===== src/rtl/alu_seq_pkg.sv =====
// Shared opcodes, FSM state encoding and decode helper for alu_sequencer.
// Imported by alu_sequencer and alu_seq_regfile.
package alu_seq_pkg;

    localparam logic [3:0] OP_ADD  = 4'd0;
    localparam logic [3:0] OP_SUB  = 4'd1;
    localparam logic [3:0] OP_SHL  = 4'd2;
    localparam logic [3:0] OP_SHR  = 4'd3;
    localparam logic [3:0] OP_CMP  = 4'd4;
    localparam logic [3:0] OP_AND  = 4'd5;
    localparam logic [3:0] OP_OR   = 4'd6;
    localparam logic [3:0] OP_XOR  = 4'd7;
    localparam logic [3:0] OP_NAND = 4'd8;
    localparam logic [3:0] OP_NOR  = 4'd9;
    localparam logic [3:0] OP_XNOR = 4'd10;
    localparam logic [3:0] OP_INV  = 4'd11;
    localparam logic [3:0] OP_NEG  = 4'd12;
    localparam logic [3:0] OP_STO  = 4'd13;
    localparam logic [3:0] OP_SWP  = 4'd14;
    localparam logic [3:0] OP_LOAD = 4'd15;

    typedef enum logic [1:0] {
        S_IDLE  = 2'd0,
        S_ISSUE = 2'd1,
        S_EXEC  = 2'd2,
        S_WB    = 2'd3
    } state_t;

    // ALU-result ops write Y; CMP only exercises the ALU.
    function automatic logic writes_y(input logic [3:0] op);
        return (op <= OP_NEG) && (op != OP_CMP);
    endfunction

endpackage


===== src/rtl/alu_seq_regfile.sv =====
// Architectural registers A, B, Y with independent write enables.
// Ports: clock, reset (sync, high), we_a/we_b/we_y, a_d/b_d/y_d, reg_a/reg_b/reg_y.
module alu_seq_regfile
    import alu_seq_pkg::*;
#(
    parameter int WIDTH = 8
) (
    input  logic             clock,
    input  logic             reset,
    input  logic             we_a,
    input  logic             we_b,
    input  logic             we_y,
    input  logic [WIDTH-1:0] a_d,
    input  logic [WIDTH-1:0] b_d,
    input  logic [WIDTH-1:0] y_d,
    output logic [WIDTH-1:0] reg_a,
    output logic [WIDTH-1:0] reg_b,
    output logic [WIDTH-1:0] reg_y
);

    logic [WIDTH-1:0] a_q, b_q, y_q;

    always_ff @(posedge clock) begin
        if (reset) begin
            a_q <= '0;
            b_q <= '0;
            y_q <= '0;
        end else begin
            if (we_a) a_q <= a_d;
            if (we_b) b_q <= b_d;
            if (we_y) y_q <= y_d;
        end
    end

    assign reg_a = a_q;
    assign reg_b = b_q;
    assign reg_y = y_q;

endmodule


===== src/rtl/alu_sequencer.sv =====
// Four-state sequencer driving an external ALU and writing back A/B/Y.
// Ports: clock, reset, start, op, din, alu_y in; alu_sel, reg_a/b/y, busy,
// done out; zero out only when ALU_SEQ_FLAGS_EN is defined.
module alu_sequencer
    import alu_seq_pkg::*;
#(
    parameter int WIDTH = 8
) (
    input  logic             clock,
    input  logic             reset,
    input  logic             start,
    input  logic [3:0]       op,
    input  logic [WIDTH-1:0] din,
    input  logic [WIDTH-1:0] alu_y,
    output logic [3:0]       alu_sel,
    output logic [WIDTH-1:0] reg_a,
    output logic [WIDTH-1:0] reg_b,
    output logic [WIDTH-1:0] reg_y,
    output logic             busy,
`ifdef ALU_SEQ_FLAGS_EN
    output logic             zero,
`endif
    output logic             done
);

    state_t           state_q, state_d;
    logic [3:0]       sel_q, sel_d;
    logic [WIDTH-1:0] hold_q, hold_d;
    logic             busy_q, busy_d;
    logic             done_q, done_d;

    logic             we_a, we_b, we_y;
    logic [WIDTH-1:0] a_d, b_d, y_d;
    logic             wb;

    always_comb begin
        state_d = state_q;
        sel_d   = sel_q;
        hold_d  = hold_q;
        busy_d  = busy_q;
        done_d  = 1'b0;
        unique case (state_q)
            S_IDLE: begin
                if (start) begin
                    state_d = S_ISSUE;
                    sel_d   = op;
                    hold_d  = din;
                    busy_d  = 1'b1;
                end
            end
            S_ISSUE: state_d = S_EXEC;
            S_EXEC:  state_d = S_WB;
            S_WB: begin
                state_d = S_IDLE;
                busy_d  = 1'b0;
                done_d  = 1'b1;
            end
            default: state_d = S_IDLE;
        endcase
    end

    always_ff @(posedge clock) begin
        if (reset) begin
            state_q <= S_IDLE;
            sel_q   <= '0;
            hold_q  <= '0;
            busy_q  <= 1'b0;
            done_q  <= 1'b0;
        end else begin
            state_q <= state_d;
            sel_q   <= sel_d;
            hold_q  <= hold_d;
            busy_q  <= busy_d;
            done_q  <= done_d;
        end
    end

    assign wb = (state_q == S_WB);

    // Write-back decode; reset inside the regfile discards an aborted write.
    always_comb begin
        we_a = 1'b0;
        we_b = 1'b0;
        we_y = 1'b0;
        a_d  = reg_a;
        b_d  = reg_b;
        y_d  = alu_y;
        if (wb) begin
            unique case (1'b1)
                writes_y(sel_q): we_y = 1'b1;
                (sel_q == OP_STO): begin
                    we_a = 1'b1;
                    a_d  = reg_y;
                end
                (sel_q == OP_SWP): begin
                    we_a = 1'b1;
                    we_b = 1'b1;
                    a_d  = reg_b;
                    b_d  = reg_a;
                end
                (sel_q == OP_LOAD): begin
                    we_a = 1'b1;
                    we_b = 1'b1;
                    a_d  = hold_q;
                    b_d  = reg_a;
                end
                default: ;
            endcase
        end
    end

    alu_seq_regfile #(
        .WIDTH(WIDTH)
    ) u_regfile (
        .clock(clock),
        .reset(reset),
        .we_a (we_a),
        .we_b (we_b),
        .we_y (we_y),
        .a_d  (a_d),
        .b_d  (b_d),
        .y_d  (y_d),
        .reg_a(reg_a),
        .reg_b(reg_b),
        .reg_y(reg_y)
    );

`ifdef ALU_SEQ_FLAGS_EN
    logic zero_q, zero_d;

    always_comb begin
        zero_d = zero_q;
        if (wb) zero_d = (alu_y == '0);
    end

    always_ff @(posedge clock) begin
        if (reset) zero_q <= 1'b0;
        else       zero_q <= zero_d;
    end

    assign zero = zero_q;
`endif

    assign alu_sel = sel_q;
    assign busy    = busy_q;
    assign done    = done_q;

endmodule

===== config.mk =====
export PLATFORM = sky130hd
export DESIGN_NAME = alu_sequencer
export DESIGN_NICKNAME = d
export VERILOG_FILES = /design/src/rtl/alu_seq_pkg.sv /design/src/rtl/alu_seq_regfile.sv /design/src/rtl/alu_sequencer.sv
export SDC_FILE = /design/constraint.sdc
export NUM_CORES = 1
export LEC_CHECK = 0
export BUFFER_PORTS_ARGS = -buffer_cell sky130_fd_sc_hd__buf_2
export CAP_MARGIN = 20
export CORE_MARGIN = 5
export CORE_UTILIZATION = 54
export CTS_CLUSTER_SIZE = 24
export DETAILED_ROUTE_END_ITERATION = 16
export PLACE_DENSITY = 0.83
export SKIP_CTS_REPAIR_TIMING = 1
export SLEW_MARGIN = 20
export SYNTH_ARGS = -nofsm -noshare
export SYNTH_HDL_FRONTEND = slang
export SYNTH_SLANG_ARGS = --single-unit
export TNS_END_PERCENT = 10

===== constraint.sdc =====
create_clock -name clock -period 2.95 [get_ports clock]
set_clock_uncertainty 0.1 [all_clocks]
set_input_delay 0 -clock clock [delete_from_list [all_inputs] [get_ports clock]]
set_output_delay 0 -clock clock [all_outputs]
set_load 0.005 [all_outputs]

==> flow_summary_export.csv, run 1 <==
group,metric,value,unit
sta,hold_viol_final,0,
sta,slew_headroom,50.7,%
sta,fmax,576,MHz
power_and_ir_drop,power_density,581,mW/mm2
critical_path,critPathArrivalTime,1.92,ns
layout,most-common-layout-cells,"buf_2 (52), nand2_1 (49), dfxtp_1 (40), nand2b_1 (25), a21oi_1 (22)",
worst_hold_path,min_path_type,"input pin to register",
routing,met3WireLength,266,um
placed_design,port_buffers,52,
placed_design,place.gp.congestion,0.776,
critical_path,critical_path.cell_chain,"ha_1 -> inv_1 -> nor3_4 -> mux2i_1",
critical_path,required,3.13,ns
floorplan,start_util,57.3,%
power_and_ir_drop,p_clk_share,29.6,%
critical_path,max_stage_delay,0.48,ns
synthesis,netlist_instances,208,
power_and_ir_drop,p_leak,0.966,nW
floorplan,coreArea,0.00310,mm2
sta,setup_tns,0,ns
global_route,grt_use_total,19.6,%
routing,wl,4330,um
floorplan,die-width,67.4,um
layout,area_delta_synth_final,31.0,%
floorplan,rows,20,
layout,nNetsFinal,301,
critical_path,start_kind,"register",
power_and_ir_drop,p_sw,0.399,mW
routing,top_layer,"met4",
routing,dr.pass1.iters,4,
layout,drive_gt1_share,24.4,%
global_route,gr-total-overflow,0,
routing,drc,0,
layout,layout_commonest_cell,"buf_2",
global_route,grt_max_degree,49,
clock_tree,htree_levels,2,
synthesis,synthesis.nets,235,
routing,drtIter0Drc,112,
clock_tree,numClockSinks,40,
clock_tree,clk_path_buf_depth,2,
clock_tree,cts-root-buf,"clkbuf_4",
power_and_ir_drop,power_frac_seq,48.6,%
synthesis,synth_area,0.00178,mm2
job,maxCapViolCount,0,
routing,routedWlPerCell,13.6,um
routing,wl_met1,1890,um
sta,rsz0062_at_grt,"false",
floorplan,die_h,67.4,um
clock_tree,clkTransAtPathRegs,0.11,ns
sta,tightest_slew,0.739,ns
critical_path,end_kind,"register",
clock_tree,cts_buffers,5,
routing,num_vias,1675,
routing,routed_via_density,5.25,
sta,finalSetupViolCount,0,
critical_path,crit_type,"register to register",
global_route,antenna_found_initial,0,
routing,postRouteAntennaNets,0,
power_and_ir_drop,switching_share,29.5,%
sta,min_period_over_period,58.9,%
layout,fin_util,75.1,%
critical_path,cp_max_fo,8,
clock_tree,cts_tree,"yes",
clock_tree,insertion_delay,0.35,ns
critical_path,critPathSlowestCell,"nor3_4",
synthesis,ys_warn_count,0,
synthesis,synth_seq_cells,40,
placed_design,hpwl,3010,um
synthesis,ys_seq_area_share,45.0,%
routing,met2_wirelength,2080,um
floorplan,design.die.area,0.00454,mm2
power_and_ir_drop,ir_drop,0.000464,V
global_route,grt_pass1_vias,1426,
floorplan,io_pins,53,
sta,slew_violations,0,
synthesis,syn_area_per_cell,8.55,um2
outcome,status,"completed",
power_and_ir_drop,power_frac_comb,21.8,%
power_and_ir_drop,internal_power,0.955,mW
sta,period_minus_slack,1.74,ns
synthesis,synth.distinct_cells,25,
global_route,grt_pass1_wl,6700,um
layout,n_antenna_cell,0,
sequential cells by signal (all words and copies together), names as in the netlist:
register and count:
u_regfile.reg_a 8, busy 1, u_regfile.reg_y 8, state_q 2, done 1, alu_sel 4
u_regfile.reg_b 8, hold_q 8
worst paths after layout:
check / start / end / slack, ns / depth (start not counted)
hold / removal: reset / state_q[1]$_SDFFE_PP0P_ / 0.10 / 2
hold reg to reg: hold_q[2]$_SDFFE_PP0P_ / u_regfile.reg_a[2]$_SDFFE_PP0P_ / 0.36 / 2
setup / recovery: state_q[1]$_SDFFE_PP0P_ / u_regfile.reg_y[3]$_SDFFE_PP0P_ / 1.21 / 4
setup reg to reg: state_q[1]$_SDFFE_PP0P_ / u_regfile.reg_y[3]$_SDFFE_PP0P_ / 1.21 / 4
power by group through the flow:
stage / logic, mW / clock network (mW) / registers (mW)
6_report: 0.296 / 0.400 / 0.658
3_5_place_dp: 0.274 / 0 / 0.668
5_1_grt: 0.333 / 0.421 / 0.667
4_1_cts: 0.276 / 0.403 / 0.655
2_1_floorplan: 0.221 / 0 / 0.640
3_3_place_gp: 0.262 / 0 / 0.664
metrics by stage:
stage	instance area, um2	setup WS [ns]	total power [mW]	std cells	hold WS, ns
finish	2330	1.21	1.35	319	0.104
global route	2330	1.06	1.42	319	0.124
CTS	2120	1.21	1.33	298	-0.228
detailed placement	2030	1.29	0.942	290	0.152
global placement	2030	1.37	0.926	290	0.141
floorplan	1780	1.48	0.861	208	0.0360
cell usage after synthesis:
library cell  instances  share of area, %
nand2_1              49                10
dfxtp_1              40                45
nand2b_1             25               8.8
a21oi_1              22               6.2
nor2_1               12               2.5
clkbuf_1             10               2.1
a211oi_1              9               3.8
mux2i_1               9               5.1
a221oi_1              7               3.4
ha_1                  4               2.8
inv_1                 4              0.84
and4_2                2               1.1
buf_4                 2              0.84
nand4_1               2              0.70
a21bo_2               1              0.56
and2_1                1              0.35
and4b_2               1              0.63
buf_2                 1              0.28
buf_6                 1              0.63
mux2_2                1              0.63
nand3_1               1              0.28
nor3_4                1              0.91
nor4b_1               1              0.49
o2111a_1              1              0.63
o211a_4               1              0.98
cell families after synthesis:
kind of cell | Yosys count | synth area share (%)
mux | 10 | 5.70
simple gates | 95 | 26.2
buf+inv | 18 | 4.71
flops | 40 | 45.0
fa+ha+maj | 4 | 2.81
compound gates | 41 | 15.6
final cells by class:
| type | count | area (um2) |
|---|---|---|
| Clock buffer | 7 | 65.1 |
| Fill cell | 256 | 772 |
| Multi-Input combinational cell | 150 | 895 |
| Tap cell | 44 | 55.1 |
| Timing Repair Buffer | 73 | 470 |
| Sequential cell | 40 | 801 |
| Inverter | 4 | 15.0 |
| Clock inverter | 1 | 30.0 |
per-layer routing:
layer | GRT usage, % | vias up
met5 | 0 | -
met1 | 24.9 | 769
met3 | 5.32 | 10
met2 | 31.2 | 54
li1 | - | 842
met4 | 8.10 | 0
worst max-delay path: cells and delay by family, from the launching register on:
kind	cells	cell delay, ns
mux	1	0.24
simple gates	1	0.48
buf+inv	1	0.14
flops	1	0.40
fa+ha+maj	1	0.30
Note: power is estimated with default switching activity, not from simulation.
==> inputs of run 2 (changes only) <==
--- a/config.mk
+++ b/config.mk
@@ -8,10 +8,10 @@
 export BUFFER_PORTS_ARGS = -buffer_cell sky130_fd_sc_hd__buf_2
 export CAP_MARGIN = 20
 export CORE_MARGIN = 5
-export CORE_UTILIZATION = 54
+export CORE_UTILIZATION = 50
 export CTS_CLUSTER_SIZE = 24
 export DETAILED_ROUTE_END_ITERATION = 16
-export PLACE_DENSITY = 0.83
+export PLACE_DENSITY = 0.78
 export SKIP_CTS_REPAIR_TIMING = 1
 export SLEW_MARGIN = 20
 export SYNTH_ARGS = -nofsm -noshare
==> constraint.sdc (replaced) <==
create_clock -name clock -period 1.6 [get_ports clock]
set_clock_uncertainty 0.1 [all_clocks]
set_input_delay 0 -clock clock [delete_from_list [all_inputs] [get_ports clock]]
set_output_delay 0 -clock clock [all_outputs]
set_load 0.005 [all_outputs]
==> run 2 against run 1 <==
Via count shrank 0.54%. First-iteration DRC count shrank 22%. Highest routed layer unchanged. Register-to-register slack got worse by 1.1 ns. Non-clock buffer count is 8 higher. Sequential share of layout area decreased by 0.65 points. Clock power is 19% higher. Core utilization down 5.0 points.
==> flow_summary_export.csv, run 2 (synthesized netlist as in run 1, its figures left out) <==
group,metric,value,unit
placed_design,hpwl,3020,um
critical_path,start_kind,"register",
floorplan,start_util,52.5,%
clock_tree,cts_buffers,5,
routing,routedWlPerCell,13.4,um
global_route,grt_max_degree,34,
clock_tree,insertion_delay,0.35,ns
sta,finalSetupViolCount,0,
critical_path,r2r_slack,0.08,ns
critical_path,critPathArrivalTime,1.69,ns
critical_path,end_kind,"register",
worst_hold_path,holdPathEnd,"state_q[0]$_SDFFE_PP0P_",
floorplan,rows,21,
floorplan,die_h,69.7,um
outcome,status,"completed",
placed_design,placed_cell_area,0.00210,mm2
job,maxCapViolCount,0,
sta,hold_viol_final,0,
layout,final_cells,328,
layout,most-common-layout-cells,"buf_2 (52), nand2_1 (49), dfxtp_1 (40), nand2b_1 (25), a21oi_1 (22)",
floorplan,coreArea,0.00339,mm2
layout,area_delta_synth_final,33.5,%
placed_design,dp_cells,300,
routing,dr.pass1.iters,4,
sta,slew_headroom,67.4,%
layout,fillers,295,
critical_path,timing.rr.end,"u_regfile.reg_y[3]$_SDFFE_PP0P_",
power_and_ir_drop,ir_drop,0.000697,V
layout,drive_gt1_share,27.0,%
power_and_ir_drop,p_leak,0.977,nW
power_and_ir_drop,power_density,978,mW/mm2
floorplan,design.die.area,0.00485,mm2
global_route,grt_use_total,17.1,%
sta,period_minus_slack,1.52,ns
worst_hold_path,holdPathStages,3,
global_route,grt_pass1_vias,1442,
sta,whs,0.000516,ns
worst_hold_path,min_from,"start",
sta,min_period_over_period,95.1,%
routing,routed_via_density,5.08,
layout,layout_commonest_cell,"buf_2",
global_route,grt_pass1_wl,6750,um
layout,stdcell_area,0.00238,mm2
routing,drtIter0Drc,87,
worst_hold_path,min_path_type,"input pin to register",
global_route,antenna_found_initial,0,
sta,slew_violations,0,
clock_tree,cts_tree,"yes",
sta,fmax,657,MHz
layout,n_antenna_cell,0,
floorplan,die-width,69.7,um
critical_path,required,1.77,ns
placed_design,place.gp.congestion,0.793,
critical_path,cp_max_fo,11,
layout,nNetsFinal,309,
layout,fin_util,70.1,%
routing,num_vias,1666,
floorplan,io_pins,53,
critical_path,reg2regPathDepth,5,
sta,tightest_slew,0.488,ns
placed_design,port_buffers,52,
clock_tree,htree_levels,2,
clock_tree,numClockSinks,40,
clock_tree,clk_path_buf_depth,2,
routing,postRouteAntennaNets,0,
routing,wl,4390,um
global_route,gr-total-overflow,0,
routing,drc,0,
critical_path,crit_type,"register to register",
clock_tree,cts-root-buf,"clkbuf_4",
critical_path,r2r-start,"alu_sel[2]$_SDFFE_PP0P_",
clock_tree,clkTransAtPathRegs,0.12,ns
[run 2: cell types whose count changed in the layout (fill, tap and decap cells not counted)]
cell,previous run,this run
buf_4,0,7
clkbuf_8,2,0
buf_12,0,1
bufinv_16,1,0
clkbuf_1,0,1
clkinv_2,0,1
ha_1,4,3
ha_4,0,1
nand3_1,1,0
nand3_2,0,1
o2111a_1,1,0
o2111a_2,0,1
[run 2: worst max-delay path, stage by stage, from the launching register on]
cell and delay (ns):
dfxtp_1 0.54, nor4b_1 0.27, buf_4 0.17, nor3_4 0.04
buf_12 0.14, mux2i_1 0.17
[run 2: worst max-delay path by stage]
stage,start,endpoint,depth (start not counted)
2_1_floorplan,state_q[1]$_SDFFE_PP0P_,u_regfile.reg_y[0]$_SDFFE_PP0P_,4
3_3_place_gp,state_q[1]$_SDFFE_PP0P_,u_regfile.reg_a[0]$_SDFFE_PP0P_,4
3_5_place_dp,state_q[1]$_SDFFE_PP0P_,u_regfile.reg_a[6]$_SDFFE_PP0P_,4
4_1_cts,state_q[1]$_SDFFE_PP0P_,u_regfile.reg_a[6]$_SDFFE_PP0P_,4
5_1_grt,alu_sel[2]$_SDFFE_PP0P_,u_regfile.reg_y[3]$_SDFFE_PP0P_,5
6_report,alu_sel[2]$_SDFFE_PP0P_,u_regfile.reg_y[3]$_SDFFE_PP0P_,5
[run 2: per-layer routing]
metal | global-route usage (%) | routed length (um) | part of all wire, %
met5 | 0 | 0 | 0
met4 | 5.11 | 50 | 1.1
met1 | 21.3 | 1990 | 45
met3 | 7.10 | 231 | 5.3
met2 | 26.8 | 2120 | 48
[run 2: power breakdown]
part	switching [mW]	total [mW]	internal, mW
sequential	0.115	1.21	1.10
combinational	0.319	0.635	0.315
clock	0.315	0.477	0.162
[run 2: per-stage QoR]
stage	power [mW]	setup TNS (ns)	setup slack (ns)
floorplan	1.59	0	0.133
global placement	1.78	0	0.106
detailed placement	1.81	0	0.00514
CTS	2.28	-0.0399	-0.0150
global route	2.45	-0.0397	-0.0397
finish	2.32	0	0.0778
[run 2: layout make-up]
class	count	area [um2]	share of cell area (%)
Clock buffer	6	41.3	1.74
Clock inverter	1	5.00	0.211
Inverter	4	15.0	0.632
Multi-Input combinational cell	150	913	38.4
Sequential cell	40	801	33.7
Tap cell	46	57.6	2.42
Timing Repair Buffer	81	543	22.9
==> inputs of run 3 (changes only) <==
--- a/config.mk
+++ b/config.mk
@@ -7,8 +7,7 @@
 export LEC_CHECK = 0
 export BUFFER_PORTS_ARGS = -buffer_cell sky130_fd_sc_hd__buf_2
 export CAP_MARGIN = 20
-export CORE_MARGIN = 5
-export CORE_UTILIZATION = 50
+export CORE_UTILIZATION = 51
 export CTS_CLUSTER_SIZE = 24
 export DETAILED_ROUTE_END_ITERATION = 16
 export PLACE_DENSITY = 0.78
@@ -16,5 +15,6 @@
 export SLEW_MARGIN = 20
 export SYNTH_ARGS = -nofsm -noshare
 export SYNTH_HDL_FRONTEND = slang
+export SYNTH_HIERARCHICAL = 1
 export SYNTH_SLANG_ARGS = --single-unit
 export TNS_END_PERCENT = 10
==> run 3 against run 2 <==
Non-clock buffer count grew 6. Clock power up 42%. Sequential share of layout area fell by 2.4 points. Flip-flop and latch count stayed put. Critical path type unchanged. Highest routed layer unchanged.
==> flow_summary_export.csv, run 3 <==
group,metric,value,unit
critical_path,critPathSlowestCell,"dfxtp_2",
synthesis,synth-edff-count,0,
synthesis,synth_seq_cells,40,
global_route,antenna_found_initial,0,
clock_tree,insertion_delay,0.28,ns
critical_path,critical_path.cell_chain,"ha_4 -> nand3_4 -> a221oi_1 -> a2bb2oi_1 -> mux2i_1 -> nor2_1",
global_route,grt_max_degree,41,
floorplan,design.die.area,0.00394,mm2
critical_path,required,1.67,ns
clock_tree,htree_levels,2,
floorplan,rows,21,
layout,drive_gt1_share,34.5,%
critical_path,start_kind,"register",
sta,hold_viol_final,0,
outcome,status,"completed",
clock_tree,cts_tree,"yes",
routing,num_vias,1780,
synthesis,async_flop_share,0,%
clock_tree,clkTransAtPathRegs,0.08,ns
synthesis,ys_warn_count,6,
sta,finalSetupViolCount,0,
routing,routedWlPerCell,14.5,um
critical_path,max_stage_delay,0.36,ns
layout,area_delta_synth_final,37.6,%
layout,nNetsFinal,312,
synthesis,synth_ff_type,"dfxtp_1",
layout,most-common-layout-cells,"buf_2 (52), dfxtp_1 (34), nand2_1 (33), nor2_1 (28), mux2i_1 (25)",
job,maxCapViolCount,0,
synthesis,yosys.area.top_type,"dfxtp_1",
critical_path,cp_max_fo,9,
synthesis,netlist_instances,205,
routing,wl,4840,um
synthesis,yosys-top-cells-area,"dfxtp_1 (42%), mux2i_1 (13%), nand2_1 (6.8%)",
sta,fmax,635,MHz
synthesis,synth_top_area_share,42.5,%
routing,postRouteAntennaNets,0,
power_and_ir_drop,ir_drop,0.000694,V
layout,stdcell_area,0.00259,mm2
global_route,gr-total-overflow,0,
global_route,grt_pass1_vias,1501,
synthesis,synth.most_common_cell,"dfxtp_1",
routing,routed_via_density,5.35,
placed_design,placed_cell_area,0.00221,mm2
clock_tree,clk_path_buf_depth,2,
placed_design,pre_cts_slack,-0.0550,ns
sta,setup_slack,0.0247,ns
clock_tree,cts_buffers,5,
sta,slew_headroom,73.5,%
global_route,grt_pass1_wl,6950,um
synthesis,synth_common_cells,"dfxtp_1 (40), nand2_1 (34), nor2_1 (29), mux2i_1 (25), a21oi_1 (14)",
placed_design,hpwl,2950,um
critical_path,critPathArrivalTime,1.64,ns
synthesis,synth_area,0.00188,mm2
critical_path,end_kind,"register",
clock_tree,cts-root-buf,"clkbuf_8",
routing,dr.pass1.iters,4,
routing,drc,0,
sta,min_period_over_period,98.5,%
floorplan,start_util,54.7,%
power_and_ir_drop,p_leak,1.10,nW
sta,slew_violations,0,
layout,fillers,254,
routing,drtIter0Drc,96,
sta,period_minus_slack,1.58,ns
sta,rsz0062_at_grt,"true",
placed_design,place.gp.congestion,0.742,
synthesis,ys_seq_area_share,42.5,%
global_route,grt_use_total,22.5,%
floorplan,coreArea,0.00344,mm2
worst_hold_path,min_path_type,"input pin to register",
power_and_ir_drop,power_density,1030,mW/mm2
critical_path,crit_type,"register to register",
layout,layout_commonest_cell,"buf_2",
floorplan,die_h,62.8,um
synthesis,synthesis.nets,231,
placed_design,port_buffers,52,
layout,n_antenna_cell,0,
floorplan,die-width,62.8,um
floorplan,io_pins,53,
clock_tree,numClockSinks,40,
sta,tightest_slew,0.398,ns
synthesis,synth.distinct_cells,25,
synthesis,syn_area_per_cell,9.19,um2
==> run 3: final timing paths <==
| check | start | end | slack (ns) | cells after the start |
|---|---|---|---|---|
| hold / removal | reset | u_regfile/reg_b[3]$_SDFFE_PP0P_ | 0.12 | 3 |
| hold reg to reg | hold_q[1]$_SDFFE_PP0P_ | hold_q[1]$_SDFFE_PP0P_ | 0.37 | 2 |
| setup reg to reg | state_q[0]$_SDFFE_PP0P_ | u_regfile/reg_a[3]$_SDFFE_PP0P_ | 0.02 | 6 |
| setup / recovery | state_q[0]$_SDFFE_PP0P_ | u_regfile/reg_a[3]$_SDFFE_PP0P_ | 0.02 | 6 |
==> run 3: per-layer routing <==
metal  GRT usage [%]  share of wire, %  vias up
met1            29.1                41      841
met5               0                 0        -
met3            5.66               6.7        6
met2            36.7                51       66
li1                -                 -      867
met4            6.98               1.4        0
==> run 3: worst max-delay path, delay by kind of cell, from the launching register on <==
kind,cells,cell delay [ns]
AO/OA/AOI/OAI,2,0.45
flip-flops,1,0.36
AND/OR/NAND/NOR,2,0.22
adder cells (fa/ha/maj),1,0.18
multiplexers,1,0.16
==> run 3: layout make-up <==
| type | instances | area [um2] | area share, % |
|---|---|---|---|
| clock buffers | 8 | 90.1 | 3.47 |
| inverters | 5 | 18.8 | 0.724 |
| multi-input cells | 147 | 1020 | 39.4 |
| flip-flops and latches | 40 | 811 | 31.3 |
| well taps | 46 | 57.6 | 2.22 |
| repair buffers | 87 | 596 | 23.0 |
==> run 3: cells by family (layout without fill, tap and decap cells) <==
family                   Yosys count  in the layout  share of synthesized area, %
AND/OR/NAND/NOR                   78             78                          18.7
multiplexers                      33             33                          18.1
flip-flops                        40             40                          42.5
adder cells (fa/ha/maj)            3              3                          1.99
AO/OA/AOI/OAI                     32             32                          12.1
XOR/XNOR                           1              1                         0.465
buffers and inverters             18            100                          6.17
==> run 3: metrics by stage <==
step,setup TNS (ns),util (%),cells,total power [mW],hold slack (ns)
floorplan,0,-,205,1.63,-0.0276
global placement,-0.0396,64.3,303,1.84,0.133
detailed placement,-0.201,64.3,303,1.85,0.145
CTS,-0.476,67.0,311,2.52,-0.156
global route,-0.112,75.4,333,2.81,0.140
finish,0,75.4,333,2.66,0.120
==> run 3: power by group <==
group          switching [mW]  leakage [nW]  internal, mW  total [mW]
clock network           0.324        0.0455         0.352       0.676
registers               0.110         0.327          1.12        1.23
logic                   0.404         0.730         0.354       0.758
